### config.mk
export PLATFORM = sky130hd
export DESIGN_NAME = ic_port_arbiter
export DESIGN_NICKNAME = d
export VERILOG_FILES = /design/src/rtl/ic_pkg.sv /design/src/rtl/ic_arb_order_fifo.sv /design/src/rtl/ic_port_arbiter.sv
export SDC_FILE = /design/constraint.sdc
export NUM_CORES = 1
export LEC_CHECK = 0
export CORE_AREA = 10 10 117 119
export DETAILED_ROUTE_END_ITERATION = 16
export DIE_AREA = 0 0 127 129
export PLACE_DENSITY_LB_ADDON = 0.3
export SLEW_MARGIN = 20
export SYNTH_ARGS = -nofsm -noshare
export SYNTH_HDL_FRONTEND = slang
export SYNTH_SLANG_ARGS = --single-unit
### constraint.sdc
create_clock -name g_clk -period 1.6 [get_ports g_clk]
set_input_delay 0.24 -clock g_clk [delete_from_list [all_inputs] [get_ports g_clk]]
set_output_delay 0.24 -clock g_clk [all_outputs]
set_load 0.03 [all_outputs]
### src/rtl/ic_pkg.sv
// Shared definitions for the interconnect port arbiter: requester IDs,
// arbiter state encoding and the round-robin winner helper.
package ic_pkg;

    localparam logic IC_ID_IMEM = 1'b0;
    localparam logic IC_ID_DMEM = 1'b1;

    typedef enum logic {
        ARB_IDLE = 1'b0,
        ARB_HOLD = 1'b1
    } arb_state_t;

    // On contention the requester that did not win last time takes the port.
    function automatic logic ic_pick_rr(input logic m0_req, input logic m1_req,
                                        input logic last_id);
        if (m0_req && m1_req) begin
            return ~last_id;
        end
        return m1_req ? IC_ID_DMEM : IC_ID_IMEM;
    endfunction

endpackage

### src/rtl/ic_arb_order_fifo.sv
// In-order FIFO of requester IDs for accepted requests; the head entry
// names the owner of the next response from the target.
module ic_arb_order_fifo
    import ic_pkg::*;
#(
    parameter int unsigned DEPTH = 2
) (
    input  logic clk,
    input  logic rst_n,
    input  logic push,
    input  logic push_id,
    input  logic pop,
    output logic full,
    output logic empty,
    output logic head
);

    localparam int unsigned PTR_W = (DEPTH > 1) ? $clog2(DEPTH) : 1;
    localparam int unsigned CNT_W = $clog2(DEPTH) + 1;

    logic             mem [DEPTH];
    logic [PTR_W-1:0] wr_ptr;
    logic [PTR_W-1:0] rd_ptr;
    logic [CNT_W-1:0] count;
    logic             do_push;
    logic             do_pop;

    function automatic logic [PTR_W-1:0] ptr_inc(input logic [PTR_W-1:0] p);
        return (p == PTR_W'(DEPTH - 1)) ? '0 : p + PTR_W'(1);
    endfunction

    assign full    = (count == CNT_W'(DEPTH));
    assign empty   = (count == '0);
    assign head    = mem[rd_ptr];
    assign do_push = push && !full;
    assign do_pop  = pop && !empty;

    always_ff @(posedge clk) begin
        if (!rst_n) begin
            wr_ptr <= '0;
            rd_ptr <= '0;
            count  <= '0;
            for (int unsigned i = 0; i < DEPTH; i++) begin
                mem[i] <= 1'b0;
            end
        end else begin
            if (do_push) begin
                mem[wr_ptr] <= push_id;
                wr_ptr      <= ptr_inc(wr_ptr);
            end
            if (do_pop) begin
                rd_ptr <= ptr_inc(rd_ptr);
            end
            case ({do_push, do_pop})
                2'b10:   count <= count + CNT_W'(1);
                2'b01:   count <= count - CNT_W'(1);
                default: count <= count;
            endcase
        end
    end

endmodule

### src/rtl/ic_port_arbiter.sv
// Two-requester (imem/dmem) arbiter onto one target port with in-order
// response routing. Define IC_ARB_RR_EN for round-robin, else m1 wins.
module ic_port_arbiter
    import ic_pkg::*;
#(
    parameter int unsigned MAX_OUTSTANDING = 2
) (
    input  logic        g_clk,
    input  logic        g_resetn,

    input  logic        m0_req,
    input  logic        m0_wen,
    input  logic [3:0]  m0_strb,
    input  logic [31:0] m0_wdata,
    input  logic [31:0] m0_addr,
    output logic        m0_gnt,
    output logic        m0_recv,
    input  logic        m0_ack,
    output logic        m0_error,
    output logic [31:0] m0_rdata,

    input  logic        m1_req,
    input  logic        m1_wen,
    input  logic [3:0]  m1_strb,
    input  logic [31:0] m1_wdata,
    input  logic [31:0] m1_addr,
    output logic        m1_gnt,
    output logic        m1_recv,
    input  logic        m1_ack,
    output logic        m1_error,
    output logic [31:0] m1_rdata,

    output logic        p_req,
    output logic        p_wen,
    output logic [3:0]  p_strb,
    output logic [31:0] p_wdata,
    output logic [31:0] p_addr,
    input  logic        p_gnt,
    input  logic        p_recv,
    output logic        p_ack,
    input  logic        p_error,
    input  logic [31:0] p_rdata
);

    arb_state_t state_q;
    arb_state_t state_d;
    logic       sel_q;
    logic       sel_d;
    logic       cur_sel;
    logic       sel_req;
    logic       win_id;
    logic       push;
    logic       pop;
    logic       fifo_full;
    logic       fifo_empty;
    logic       head_id;
    logic       resp_live;

`ifdef IC_ARB_RR_EN
    logic last_q;

    always_ff @(posedge g_clk) begin
        if (!g_resetn) begin
            last_q <= IC_ID_DMEM;
        end else if (push) begin
            last_q <= cur_sel;
        end
    end

    assign win_id = ic_pick_rr(m0_req, m1_req, last_q);
`else
    assign win_id = m1_req ? IC_ID_DMEM : IC_ID_IMEM;
`endif

    always_ff @(posedge g_clk) begin
        if (!g_resetn) begin
            state_q <= ARB_IDLE;
            sel_q   <= IC_ID_IMEM;
        end else begin
            state_q <= state_d;
            sel_q   <= sel_d;
        end
    end

    // HOLD is left either on the grant or when the frozen requester withdraws.
    always_comb begin
        state_d = state_q;
        sel_d   = cur_sel;
        case (state_q)
            ARB_IDLE: if (p_req && !p_gnt) state_d = ARB_HOLD;
            ARB_HOLD: if (!sel_req || (p_req && p_gnt)) state_d = ARB_IDLE;
            default:  state_d = ARB_IDLE;
        endcase
    end

    always_comb begin
        cur_sel   = (state_q == ARB_HOLD) ? sel_q : win_id;
        sel_req   = (cur_sel == IC_ID_DMEM) ? m1_req : m0_req;
        p_req     = g_resetn && sel_req && !fifo_full;
        p_wen     = 1'b0;
        p_strb    = '0;
        p_wdata   = '0;
        p_addr    = '0;
        if (g_resetn) begin
            p_wen   = (cur_sel == IC_ID_DMEM) ? m1_wen   : m0_wen;
            p_strb  = (cur_sel == IC_ID_DMEM) ? m1_strb  : m0_strb;
            p_wdata = (cur_sel == IC_ID_DMEM) ? m1_wdata : m0_wdata;
            p_addr  = (cur_sel == IC_ID_DMEM) ? m1_addr  : m0_addr;
        end
        m0_gnt    = p_req && p_gnt && (cur_sel == IC_ID_IMEM);
        m1_gnt    = p_req && p_gnt && (cur_sel == IC_ID_DMEM);

        resp_live = g_resetn && !fifo_empty;
        m0_recv   = p_recv  && resp_live && (head_id == IC_ID_IMEM);
        m1_recv   = p_recv  && resp_live && (head_id == IC_ID_DMEM);
        m0_error  = p_error && m0_recv;
        m1_error  = p_error && m1_recv;
        m0_rdata  = (resp_live && head_id == IC_ID_IMEM) ? p_rdata : '0;
        m1_rdata  = (resp_live && head_id == IC_ID_DMEM) ? p_rdata : '0;
        p_ack     = resp_live && ((head_id == IC_ID_DMEM) ? m1_ack : m0_ack);
    end

    assign push = p_req && p_gnt;
    assign pop  = p_recv && p_ack;

    ic_arb_order_fifo #(
        .DEPTH (MAX_OUTSTANDING)
    ) u_order_fifo (
        .clk     (g_clk),
        .rst_n   (g_resetn),
        .push    (push),
        .push_id (cur_sel),
        .pop     (pop),
        .full    (fifo_full),
        .empty   (fifo_empty),
        .head    (head_id)
    );

endmodule
==> key figures <==
Die
  – I/O pin count: 320
  – Cell row count: 39
  – Die ar.: 0.0164 sq mm
  – Die Ht: 129 um
  – Chip width: 127 um
  – Core area: 0.0113 sq mm
  – Starting Density: 19.1%

Critical path
  – CP Max Fanout: 10
  – Worst setup SP type: register
  – R2R depth: 6
  – CP Class: register to output port
  – CP Data Required Time: 1360 ps
  – Critical path capture point type: output port
  – Critical path arrival: 1650 ps
  – Reg2Reg Setup Slack: -220 ps

Pwr
  – Clock power frac: 13.9%
  – Gate power share: 77.9%
  – VDD IR max: 321 uV
  – Pint: 1880 uW
  – Sw power: 1260 uW
  – Part of the power in registers: 8.1%
  – PwrDens: 429 mW/mm^2
  – Sw frac: 40.1%
  – Leak pwr: 0.00333 uW
  – Total power: 3140 uW

CTS
  – CTS Buf Count: 3
  – Clock Pin Slew Worst Setup and Hold Paths: 40 ps
  – Clock root buffer: clkbuf_16
  – Latest clock arrival within the worst-skew pair: 230 ps
  – CTS tree: built
  – Clock Tree Buf Depth: 2
  – H-tree depth: 1
  – TritonCTS Sinks: 9
  – CTS Hold Bufs: 0

Routing
  – Detailed Route WL: 18500 um
  – Routed via count: 3950
  – Initial DRC Count: 129
  – Drt pass-1 iters: 4
  – Vias/cell: 4.60
  – # DRC: 0
  – Post-DR wirelength/cell: 21.5 um
  – ANT nets after route: 0

Yosys
  – Synth area leaders: nand2_1 25%, a21boi_0 22%, and2_1 19%
  – Cell taking the most area after synthesis: nand2_1
  – Avg Cell Area, Syn: 5.91 sq um
  – Register area share after synthesis: 8.35%
  – Yosys Warn Count: 0
  – Synth top area share: 25.0%
  – #FFs+latches synth: 9
  – Post-synth cell types: 30
  – Ys async rst share: 0%
  – Syn nets: 545
  – Synth Flop Type: dfxtp_1
  – Post-synth EDFFs: 0
  – Mapped Cells: 365
  – Mapped cell area: 0.00216 sq mm

STA
  – Hold slack: 499 ps
  – FMAX: 528 MHz
  – Tmin final: 1890 ps
  – Final Worst Setup Slack: -293 ps
  – Setup total negative slack: -31160 ps
  – Post-route clock skew: 1.68 ps
  – RSZ-0062 raised after global routing: yes
  – Slew @ Worst Pin: 556 ps
  – Slew Viols, Final: 0
  – Slew HR: 62.9%
  – Final setup fails: 142
  – Tcrit/Tclk final: 118%
  – Final Hold Fails: 0

Global route
  – Global-route wire length before repair: 23400 um
  – Initial antenna violation count: 0
  – Largest net degree at the start of global routing: 69
  – Vias in the first global route: 3923
  – GR Util All Layers: 17.8%
  – GR Overflow Total: 0

Final layout
  – Commonest non-fill, non-tap cell in the layout: clkdlybuf4s50_1
  – Most frequent cells in the layout: 175 x clkdlybuf4s50_1, 107 x buf_6, 85 x nand2_1
  – Layout area overhead: 239%
  – Nets: 896
  – Share of layout cells above drive strength 1: 53.3%
  – Diode count: 0
  – Fin cells: 858
  – Fillers: 913
  – Design Area, Final: 0.00732 sq mm

Run
  – Max_cap viols: 0

Status
  – Status: finished with violations
  – Failing checks: negative setup slack

Place
  – GP Congestion: 0.806
  – Post-DP HPWL: 12200 um
  – IO buf count: 319
  – Placed Area: 0.00565 sq mm
  – Inst Count DP: 819

Min path
  – WHS Path Cells: 3
  – Hold Crit Class: input port to register
==> synth_stat cells (all sizes together) (3+ instances only) <==
| cell type | count |
|---|---|
| nor2 | 7 |
| and3 | 3 |
| and2 | 67 |
| buf | 17 |
| dfxtp | 9 |
| inv | 4 |
| clkbuf | 13 |
| mux2i | 5 |
| nand2 | 144 |
| o21ai | 6 |
| a21boi | 72 |
==> cells by family (layout without fill, tap and decap cells) <==
kind of cell             after synthesis  after routing  synth area share, %
AND/OR/NAND/NOR                      230            230                 49.2
flip-flops                             9              9                 8.35
multiplexers                           5              5                 2.49
adder cells (fa/ha/maj)                1              1                0.580
buffers and inverters                 34            383                 9.10
XOR/XNOR                               2              2                0.812
AO/OA/AOI/OAI                         84             85                 29.4
==> timing repair <==
item                       4_1_cts  5_1_grt
cloned                          10       12
resized for setup               97      182
setup endpoints to repair      146      144
pin swaps                       16      131
buffers inserted                 9        8
==> routing by layer <==
| metal | GRT usage [%] | wire length (um) |
|---|---|---|
| met3 | 4.35 | 1400 |
| met5 | 0 | 0 |
| met4 | 1.41 | 106 |
| met2 | 34.9 | 10100 |
| met1 | 19.4 | 6910 |
==> cell type report <==
type | count | area, sq um | area share (%)
sequential | 9 | 189 | 2.58
clock buffer | 4 | 78.8 | 1.08
inverter | 4 | 15.0 | 0.205
timing repair buffer | 375 | 4250 | 58.1
tap | 143 | 179 | 2.45
multi-input combinational | 323 | 2610 | 35.6
==> worst max-delay path, cell delays in order, from the launching register on <==
cell      delay (ps)
dfxtp_4          360
buf_6            120
o21ai_4          160
buf_12           140
buf_12           120
buf_16           120
nand2_1           80
a21boi_2         170
buf_6            150
==> power by group through the flow <==
stage                     Combinational [uW]  Sequential [uW]  Clock [uW]
after global placement                  1740              253           0
after floorplan                          876              256           0
after CTS                               2090              254         441
after global routing                    2560              256         456
after detailed placement                1770              255           0
final                                   2450              255         438
==> metrics by stage <==
stage / utilization, % / setup slack, ps
global route: 64.6 / -344
CTS: 56.7 / -284
floorplan: - / -97.4
global placement: 49.9 / -398
finish: 64.6 / -293
detailed placement: 49.9 / -459
==> final timing paths <==
check | from | end
setup / recovery | state_q | p_addr[26]
hold / removal | m0_req | state_q
setup reg to reg | register | u_order_fifo.count[1]
hold reg to reg | u_order_fifo.mem[0] | u_order_fifo.mem[0]
Power figures use the tool's default switching activity.
